===== src/rtl/nibble_serial_adder_pkg.sv =====
// Shared types and constants for the nibble-serial wide adder.
package nibble_serial_adder_pkg;

  localparam int NIBBLE_W = 4;

  typedef enum logic [1:0] {
    IDLE = 2'd0,
    RUN  = 2'd1,
    DONE = 2'd2
  } state_t;

  // At least one bit, so a single-nibble adder still has an index.
  function automatic int idx_w(input int n);
    return (n > 1) ? $clog2(n) : 1;
  endfunction

endpackage


===== src/rtl/nibble_serial_adder_add4.sv =====
// Combinational 4-bit ripple slice; c3 is the carry into bit 3.
module nibble_add4 (
  input  logic [3:0] a,
  input  logic [3:0] b,
  input  logic       cin,
  output logic [3:0] s,
  output logic       cout,
  output logic       c3
);

  logic [4:0] c;

  always_comb begin
    c    = '0;
    c[0] = cin;
    for (int i = 0; i < 4; i++) begin
      c[i+1] = (a[i] & b[i]) | ((a[i] ^ b[i]) & c[i]);
    end
  end

  assign s    = a ^ b ^ c[3:0];
  assign cout = c[4];
  assign c3   = c[3];

endmodule


===== src/rtl/nibble_serial_adder.sv =====
// WIDTH-bit adder built by streaming nibbles LSB-first through one 4-bit slice.
// Optional macro SNA_OVERFLOW_EN adds the signed-overflow output ovf.
module nibble_serial_adder
  import nibble_serial_adder_pkg::*;
#(
  parameter int WIDTH = 16
) (
  input  logic             clk,
  input  logic             rst,
  input  logic             in_valid,
  output logic             in_ready,
  input  logic [WIDTH-1:0] a,
  input  logic [WIDTH-1:0] b,
  input  logic             cin,
  output logic             out_valid,
  input  logic             out_ready,
  output logic [WIDTH:0]   sum,
  output logic             busy
`ifdef SNA_OVERFLOW_EN
  ,
  output logic             ovf
`endif
);

  localparam int NIBBLES = WIDTH / NIBBLE_W;
  localparam int IW = idx_w(NIBBLES);
  localparam logic [IW-1:0] LAST = IW'(NIBBLES - 1);

  state_t state;
  state_t state_n;

  logic [WIDTH-1:0] op_a;
  logic [WIDTH-1:0] op_b;
  logic             carry;
  logic [IW-1:0]    idx;
  logic             last;

  logic [3:0] na;
  logic [3:0] nb;
  logic [3:0] ns;
  logic       nc;
`ifdef SNA_OVERFLOW_EN
  logic       n3;
`else
  logic       c3_unused;
`endif

  assign last = (idx == LAST);
  assign na   = op_a[idx*NIBBLE_W +: NIBBLE_W];
  assign nb   = op_b[idx*NIBBLE_W +: NIBBLE_W];

  nibble_add4 u_add4 (
    .a    (na),
    .b    (nb),
    .cin  (carry),
    .s    (ns),
    .cout (nc),
`ifdef SNA_OVERFLOW_EN
    .c3   (n3)
`else
    .c3   (c3_unused)
`endif
  );

  always_ff @(posedge clk) begin
    if (rst) state <= IDLE;
    else     state <= state_n;
  end

  always_comb begin
    state_n = state;
    unique case (state)
      IDLE:    if (in_valid)  state_n = RUN;
      RUN:     if (last)      state_n = DONE;
      DONE:    if (out_ready) state_n = IDLE;
      default:                state_n = IDLE;
    endcase
  end

  always_comb begin
    in_ready  = (state == IDLE) && !rst;
    out_valid = (state == DONE);
    busy      = (state != IDLE);
  end

  always_ff @(posedge clk) begin
    if (rst) begin
      op_a  <= '0;
      op_b  <= '0;
      carry <= 1'b0;
      idx   <= '0;
      sum   <= '0;
`ifdef SNA_OVERFLOW_EN
      ovf   <= 1'b0;
`endif
    end else begin
      unique case (state)
        IDLE: begin
          if (in_valid) begin
            op_a  <= a;
            op_b  <= b;
            carry <= cin;
            idx   <= '0;
          end
        end
        RUN: begin
          sum[idx*NIBBLE_W +: NIBBLE_W] <= ns;
          carry <= nc;
          idx   <= last ? '0 : idx + 1'b1;
          if (last) begin
            sum[WIDTH] <= nc;
`ifdef SNA_OVERFLOW_EN
            ovf <= n3 ^ nc;
`endif
          end
        end
        default: ;
      endcase
    end
  end

endmodule


===== config.mk =====
export PLATFORM = sky130hd
export DESIGN_NAME = nibble_serial_adder
export DESIGN_NICKNAME = d
export VERILOG_FILES = /design/src/rtl/nibble_serial_adder_pkg.sv /design/src/rtl/nibble_serial_adder_add4.sv /design/src/rtl/nibble_serial_adder.sv
export SDC_FILE = /design/constraint.sdc
export NUM_CORES = 1
export LEC_CHECK = 0
export ABC_AREA = 1
export CORE_ASPECT_RATIO = 1.5
export CORE_MARGIN = 8
export CORE_UTILIZATION = 52
export CTS_BUF_LIST = sky130_fd_sc_hd__clkbuf_8
export DETAILED_ROUTE_END_ITERATION = 7
export PLACE_DENSITY = 0.82
export SLEW_MARGIN = 30
export SYNTH_ARGS = -nofsm -noshare
export SYNTH_HDL_FRONTEND = slang
export SYNTH_SLANG_ARGS = --single-unit

===== constraint.sdc =====
create_clock -name clk -period 3.2 [get_ports clk]
set_input_delay 0.32 -clock clk [delete_from_list [all_inputs] [get_ports clk]]
set_output_delay 0.32 -clock clk [all_outputs]
set_load 0.01 [all_outputs]

======== After elaboration in Yosys (flattened, before gate mapping) ========
Cells that the tools add are included.
storage, ports and cells
  register bits after elaboration ......... 54
  latch bits .............................. 0
  RAM bits ................................ 0
  memory bits (read-only) ................. 0
  output and inout bits ................... 20
  word-level logic and storage cells ...... 55
  memories kept ........................... 0
cells by class
  add/subtract/negate cells ............... 2
  $mul .................................... 0
  div/mod/pow operators ................... 0
  magnitude comparators ................... 0
  eq/ne operators ......................... 6
  shift-type cells ........................ 4
  multiplexer cells ....................... 11
  bitwise operators ....................... 18
  reduce and logical (&&, ||, !) cells .... 8
operators by type and width
  cell                                                                      number
  4-bit negation with 34-bit output                                         1
  4-bit by 34-bit variable shift with 17-bit output (first input constant)  1
  4-bit by 34-bit variable part select with 17-bit output                   1
  16-bit by 5-bit variable part select with 4-bit output                    2
  17-bit bitwise mux                                                        1
  2-bit 2-to-1 mux                                                          5
  1-bit AND                                                                 8
  4-bit bitwise XOR                                                         2
  2-bit one-hot mux with 3 select lines                                     1
  2-bit == test (second input constant)                                     2
  2-bit != test (second input constant)                                     2
  1-bit bitwise OR                                                          4
  2-bit one-hot mux with 2 select lines                                     1
  2-bit AND reduction                                                       2
  2-bit nonzero test                                                        2
  1-bit bitwise XOR                                                         4
  3-bit AND reduction                                                       1
  2-bit by 1-bit adder with 2-bit output (second input constant)            1
  2-bit by 1-bit == test with 1-bit output (second input constant)          1
  2-bit zero test                                                           1
  1-bit 2-to-1 mux                                                          2
  2-bit by 1-bit != test with 1-bit output (second input constant)          1
  1-bit one-hot mux with 2 select lines                                     1
  1-bit logical AND                                                         1
  1-bit zero test                                                           1

======== Logic depth before layout (Yosys ltp) ========
  depth in word-level cells ............... 12
  mapped depth ............................ 17
  gate-level depth less buffers ........... 15

======== Modules after synthesis ========
A second synthesis with hierarchy kept.
second synthesis, totals
  cells, all modules ...................... 344
  area, all modules ....................... 2428.6 µm²
modules (own cells, without submodules)
  module               times used  cells each  area an instance (µm²)
  nibble_serial_adder  1           330         2311.0
  nibble_add4          1           14          117.6

======== Worst setup path after synthesis ========
No wires, ideal clock.
  path type ............................... register to register
  start ................................... register idx[0]
  end ..................................... register sum[7]
  library setup time ...................... 128 ps
  arrival ................................. 2807 ps
  required time ........................... 3072 ps
  path slack .............................. 266 ps
  cell stages (with the launch flop) ...... 18
  path buffers ............................ 2
  cells stage by stage .................... dfxtp_1 buf_4 clkinv_1 buf_2 nor2_1 o22ai_1 fa_1 inv_1 fa_1 fa_1 inv_1 fa_1 inv_1 nor2_1 nand2_1 nor2_1 nor2_1 nor2_1
on the way
  longest elaborated chain between the ends .. 11
  elaborated cells on any way between the ends .. 20
RTL lines
  item                                                                       RTL line                                              text
  from (decl)                                                                nibble_serial_adder.sv:35                             logic [IW-1:0] idx;
  from (signal assigned)                                                     nibble_serial_adder.sv:109                            idx <= last ? '0 : idx + 1'b1;
  16-bit by 5-bit variable part select with 4-bit output (on tied branches)  nibble_serial_adder.sv:49, nibble_serial_adder.sv:50
  1-bit bitwise XOR                                                          nibble_serial_adder_add4.sv:17                        c[i+1] = (a[i] & b[i]) | ((a[i] ^ b[i]) & c[i]);
  1-bit AND                                                                  nibble_serial_adder_add4.sv:17
  1-bit bitwise OR                                                           nibble_serial_adder_add4.sv:17
  1-bit AND                                                                  nibble_serial_adder_add4.sv:17
  1-bit bitwise OR                                                           nibble_serial_adder_add4.sv:17
  1-bit AND                                                                  nibble_serial_adder_add4.sv:17
  1-bit bitwise OR                                                           nibble_serial_adder_add4.sv:17
  4-bit bitwise XOR                                                          nibble_serial_adder_add4.sv:21                        assign s = a ^ b ^ c[3:0];
  4-bit by 34-bit variable part select with 17-bit output                    nibble_serial_adder.sv:107                            sum[idx*NIBBLE_W +: NIBBLE_W] <= ns;
  17-bit bitwise mux (*)                                                     nibble_serial_adder.sv:107
  to (signal, indexed assignment)                                            nibble_serial_adder.sv:107
  to (signal, indexed assignment)                                            nibble_serial_adder.sv:111                            sum[WIDTH] <= nc;
  to (decl)                                                                  nibble_serial_adder.sv:17                             output logic [WIDTH:0] sum,
Every way passes the cells marked *; elsewhere a longest branch is shown, timed or not.
A chain may end at the register's enable or synchronous reset.

======== Worst setup path after layout ========
Ends and elaborated chain as after synthesis.

==> impl_summary.log <==
[metrics] run status: finished clean
[metrics] average footprint of a synthesized cell: 7.11 sq um
[metrics] width of the chip: 73.0 um
[metrics] CTS tree: built
[metrics] final setup violation count: 0
[metrics] post-CTS clock slew at the launch and capture registers of the worst setup and hold paths: 0.09 ns
[metrics] number of flops mapped to enable cells by yosys: 0
[metrics] final-layout setup total negative slack: 0 ns
[metrics] fill cell total of the finished layout: 417
[metrics] Final HPWL DP: 4.68 mm
[metrics] wire length of the first global-routing pass: around 10 mm
[metrics] list of most frequent post-synthesis cells: nor2_1 (108), dfxtp_1 (54), nand2_1 (42)
[metrics] Cell variety after synth: 25
[metrics] fin crit share: just over 90%
[metrics] via count: 2419
[metrics] syn_nets: between 400 and 500
[metrics] hold_buf cts: 0
[metrics] port bufs: 56
[metrics] area grow syn2layout: 28.0%
[metrics] overall routing resource usage: 17.1%
[metrics] post-synthesis instance total: 357
[metrics] ordered cell list for the critical path: buf_4, o21ai_0, o22ai_1, fa_1, inv_1, fa_1, fa_1, inv_1, fa_1, inv_1, nor2_1, nand2_1, nor2_1, nor2_1, nor2_1
[metrics] share of flip-flops with an asynchronous set or reset after synthesis: 0%
[metrics] pin count of the biggest net entering global routing: 38
[metrics] number of DRC violations after detailed-routing iteration 0: 136
[metrics] antenna diode count: 0
[metrics] Cell Count, Final, Fillers Out: 479
[metrics] launching element type of the critical path: register
[metrics] critical path buffer and inverter count: 4
[metrics] TritonCTS sink count: 54
[metrics] fraction of layout cells with a size suffix above 1: 6.30%
[metrics] largest driver fanout on the critical path: 12
[metrics] Achievable Freq: between 300 and 400 MHz
[metrics] cell with the most instances after synthesis: nor2_1
[metrics] RD Place Congestion: 0.913
[metrics] critical path capture point type: register
[metrics] worst skew pair latency: ~0.3 ns
[metrics] maximum capacitance violations: 0
[metrics] DRT Pass-1 Iters: 4
[metrics] Die Outline Area: roughly 7400 sq um
[metrics] per-cell routed wire length: 12.7 um
[metrics] Place WS: 0.293 ns
[metrics] Worst EP arrival: around 3.1 ns
[metrics] maximum single-stage delay on the critical path: 0.44 ns
[metrics] Final Hold Vio Count: 0
[metrics] Placed Cells: 468
[metrics] root buffer cell: clkbuf_8
[metrics] unrepaired setup endpoints after global routing: no
[metrics] number of antenna violations at the first check in global routing: 0
[metrics] required time of the critical path: 3.40 ns
[metrics] power density over cell area: 447 nW/um^2
[metrics] most common flop cell mapped by yosys: dfxtp_1
[metrics] portion of synthesized cell area occupied by the leading cell type: 42.6%
[metrics] num rows: 31
[metrics] worst supply voltage drop on vdd: between 0.2 and 0.3 mV
[metrics] category of the critical setup timing path: reg2reg
[metrics] height of the die: 102 um
[metrics] nets: 460
[metrics] buffer depth of the longest clock path: 2
[metrics] total standard cell area after synthesis: 2540 sq um
[metrics] CTS H-tree depth: 2
[metrics] register bit total from synthesis: 54
[metrics] leading cell types by total area after synthesis: dfxtp_1 (43%), nor2_1 (16%), nand2_1 (6.2%), o21ai_1 (5.5%), o21ai_0 (4.9%)
[metrics] number of buffers added by the clock tree synthesis step: 5
[metrics] Vias per Instance: ~5.1
[metrics] worst hold-check path type: reg2reg
[metrics] slowest CP cell: fa_1
[metrics] minimum period implied by the final worst setup slack: 2.90 ns
[metrics] sequential fraction of the synthesis area: 42.6%
[metrics] Slew Limit Fails: 0
[metrics] leakage: 1.36 nW
[metrics] largest clock skew in the final design: about 0.0069 ns
[metrics] aggregate global routing overflow: 0
[metrics] vias in the first global route: 2380
[metrics] transition time of the tightest slew-check pin: slightly below 0.5 ns
[metrics] setup slack of the critical path after layout: 0.302 ns
[metrics] effective utilization at floorplan: 53.2%
[metrics] total wire length after detailed routing: 6.10 mm
[metrics] headroom to the max-slew limit: 67.6%
[metrics] Detail Route Antenna Nets: 0
[metrics] critical path's top delay family: adder cells
[metrics] Top-Level Pins: between 50 and 60
[metrics] drt drc: 0
[metrics] count of warnings emitted by yosys: 0
[metrics] core region area: 4770 sq um
[metrics] dominant cell type by area after synthesis: dfxtp_1
## power breakdown
group,internal (mW),switching (mW),total (mW)
sequential,0.716,0.0285,0.744
combinational,0.129,0.160,0.289
clock,0.199,0.219,0.417
total,1.04,0.407,1.45
## routing by layer
metal / up-vias / wire length (um) / track usage, % / share of wire (%)
met1: 1072 / 2340 / 17.1 / 38
met4: 0 / 362 / 12.5 / 5.9
met3: 22 / 319 / 4.16 / 5.2
li1: 1245 / - / - / -
met2: 80 / 3080 / 29.9 / 50
met5: - / 0 / 0 / 0
## flip-flops by register name, summed over array words and instances, names as in the netlist
register,flops
op_a,16
state,2
op_b,16
sum,17
idx,2
carry,1
## metrics by stage
step                hold slack [ns]  instance area (sq um)  util (%)  power (mW)
floorplan                     0.424                   2540         -       0.939
global placement              0.441                   3110      65.2        1.03
detailed placement            0.447                   3110      65.2        1.04
CTS                           0.460                   3220      67.4        1.46
global route                  0.481                   3250      68.1        1.53
finish                        0.459                   3250      68.1        1.45
## cell families (layout without fill, tap and decap cells)
kind of cell / Yosys count / count (layout) / synth area share [%]
AOI/OAI and AO/OA: 80 / 80 / 16.0
adders and majority gates: 11 / 11 / 6.61
buffers and inverters: 47 / 103 / 9.02
DFF: 54 / 54 / 42.6
and+or+nand+nor: 165 / 165 / 25.8
## final cells by class
| class | instances | area, sq um | area share, % |
|---|---|---|---|
| multi-input cells | 256 | 1230 | 37.8 |
| flip-flops and latches | 54 | 1080 | 33.3 |
| repair buffers | 65 | 628 | 19.3 |
| inverters | 30 | 121 | 3.74 |
| clock buffers | 7 | 96.3 | 2.97 |
| well taps | 66 | 82.6 | 2.54 |
| clock inverters | 1 | 8.76 | 0.270 |
## layout by cell type, fill, tap and decap left out, types with 2 or more instances in the layout
cell             instances
nor2_1                 108
clkdlybuf4s50_1         56
dfxtp_1                 53
nand2_1                 42
o21ai_1                 28
inv_1                   26
o21ai_0                 25
a21oi_1                 23
buf_4                    9
nand3_1                  7
ha_1                     7
clkbuf_8                 7
o22ai_1                  4
fa_1                     4
clkinvlp_4               2
nand4_1                  2
nor3_1                   2
## final timing paths
check,start,endpoint,slack (ns),cells past startpoint
worst max register to register,idx[0],sum[7],0.30,15
worst min-delay path,op_b[2],op_b[2],0.46,2
worst min register to register,op_b[2],op_b[2],0.46,2
worst max-delay path,idx[0],sum[7],0.30,15
## timing repair
item,in CTS,in global routing
gates resized for setup,0,3
setup buffers,0,3
endpoints found under the setup margin,0,1
## worst reg2reg max path: stages, from the launching register on
cell and delay (ns):
dfxtp_2 0.37, buf_4 0.17, o21ai_0 0.09, o22ai_1 0.22, fa_1 0.22, inv_1 0.06, fa_1 0.38, fa_1 0.37
inv_1 0.07, fa_1 0.44, inv_1 0.10, nor2_1 0.06, nand2_1 0.06, nor2_1 0.04, nor2_1 0.09, nor2_1 0.04
No activity file was read; power rests on OpenSTA's default activity.
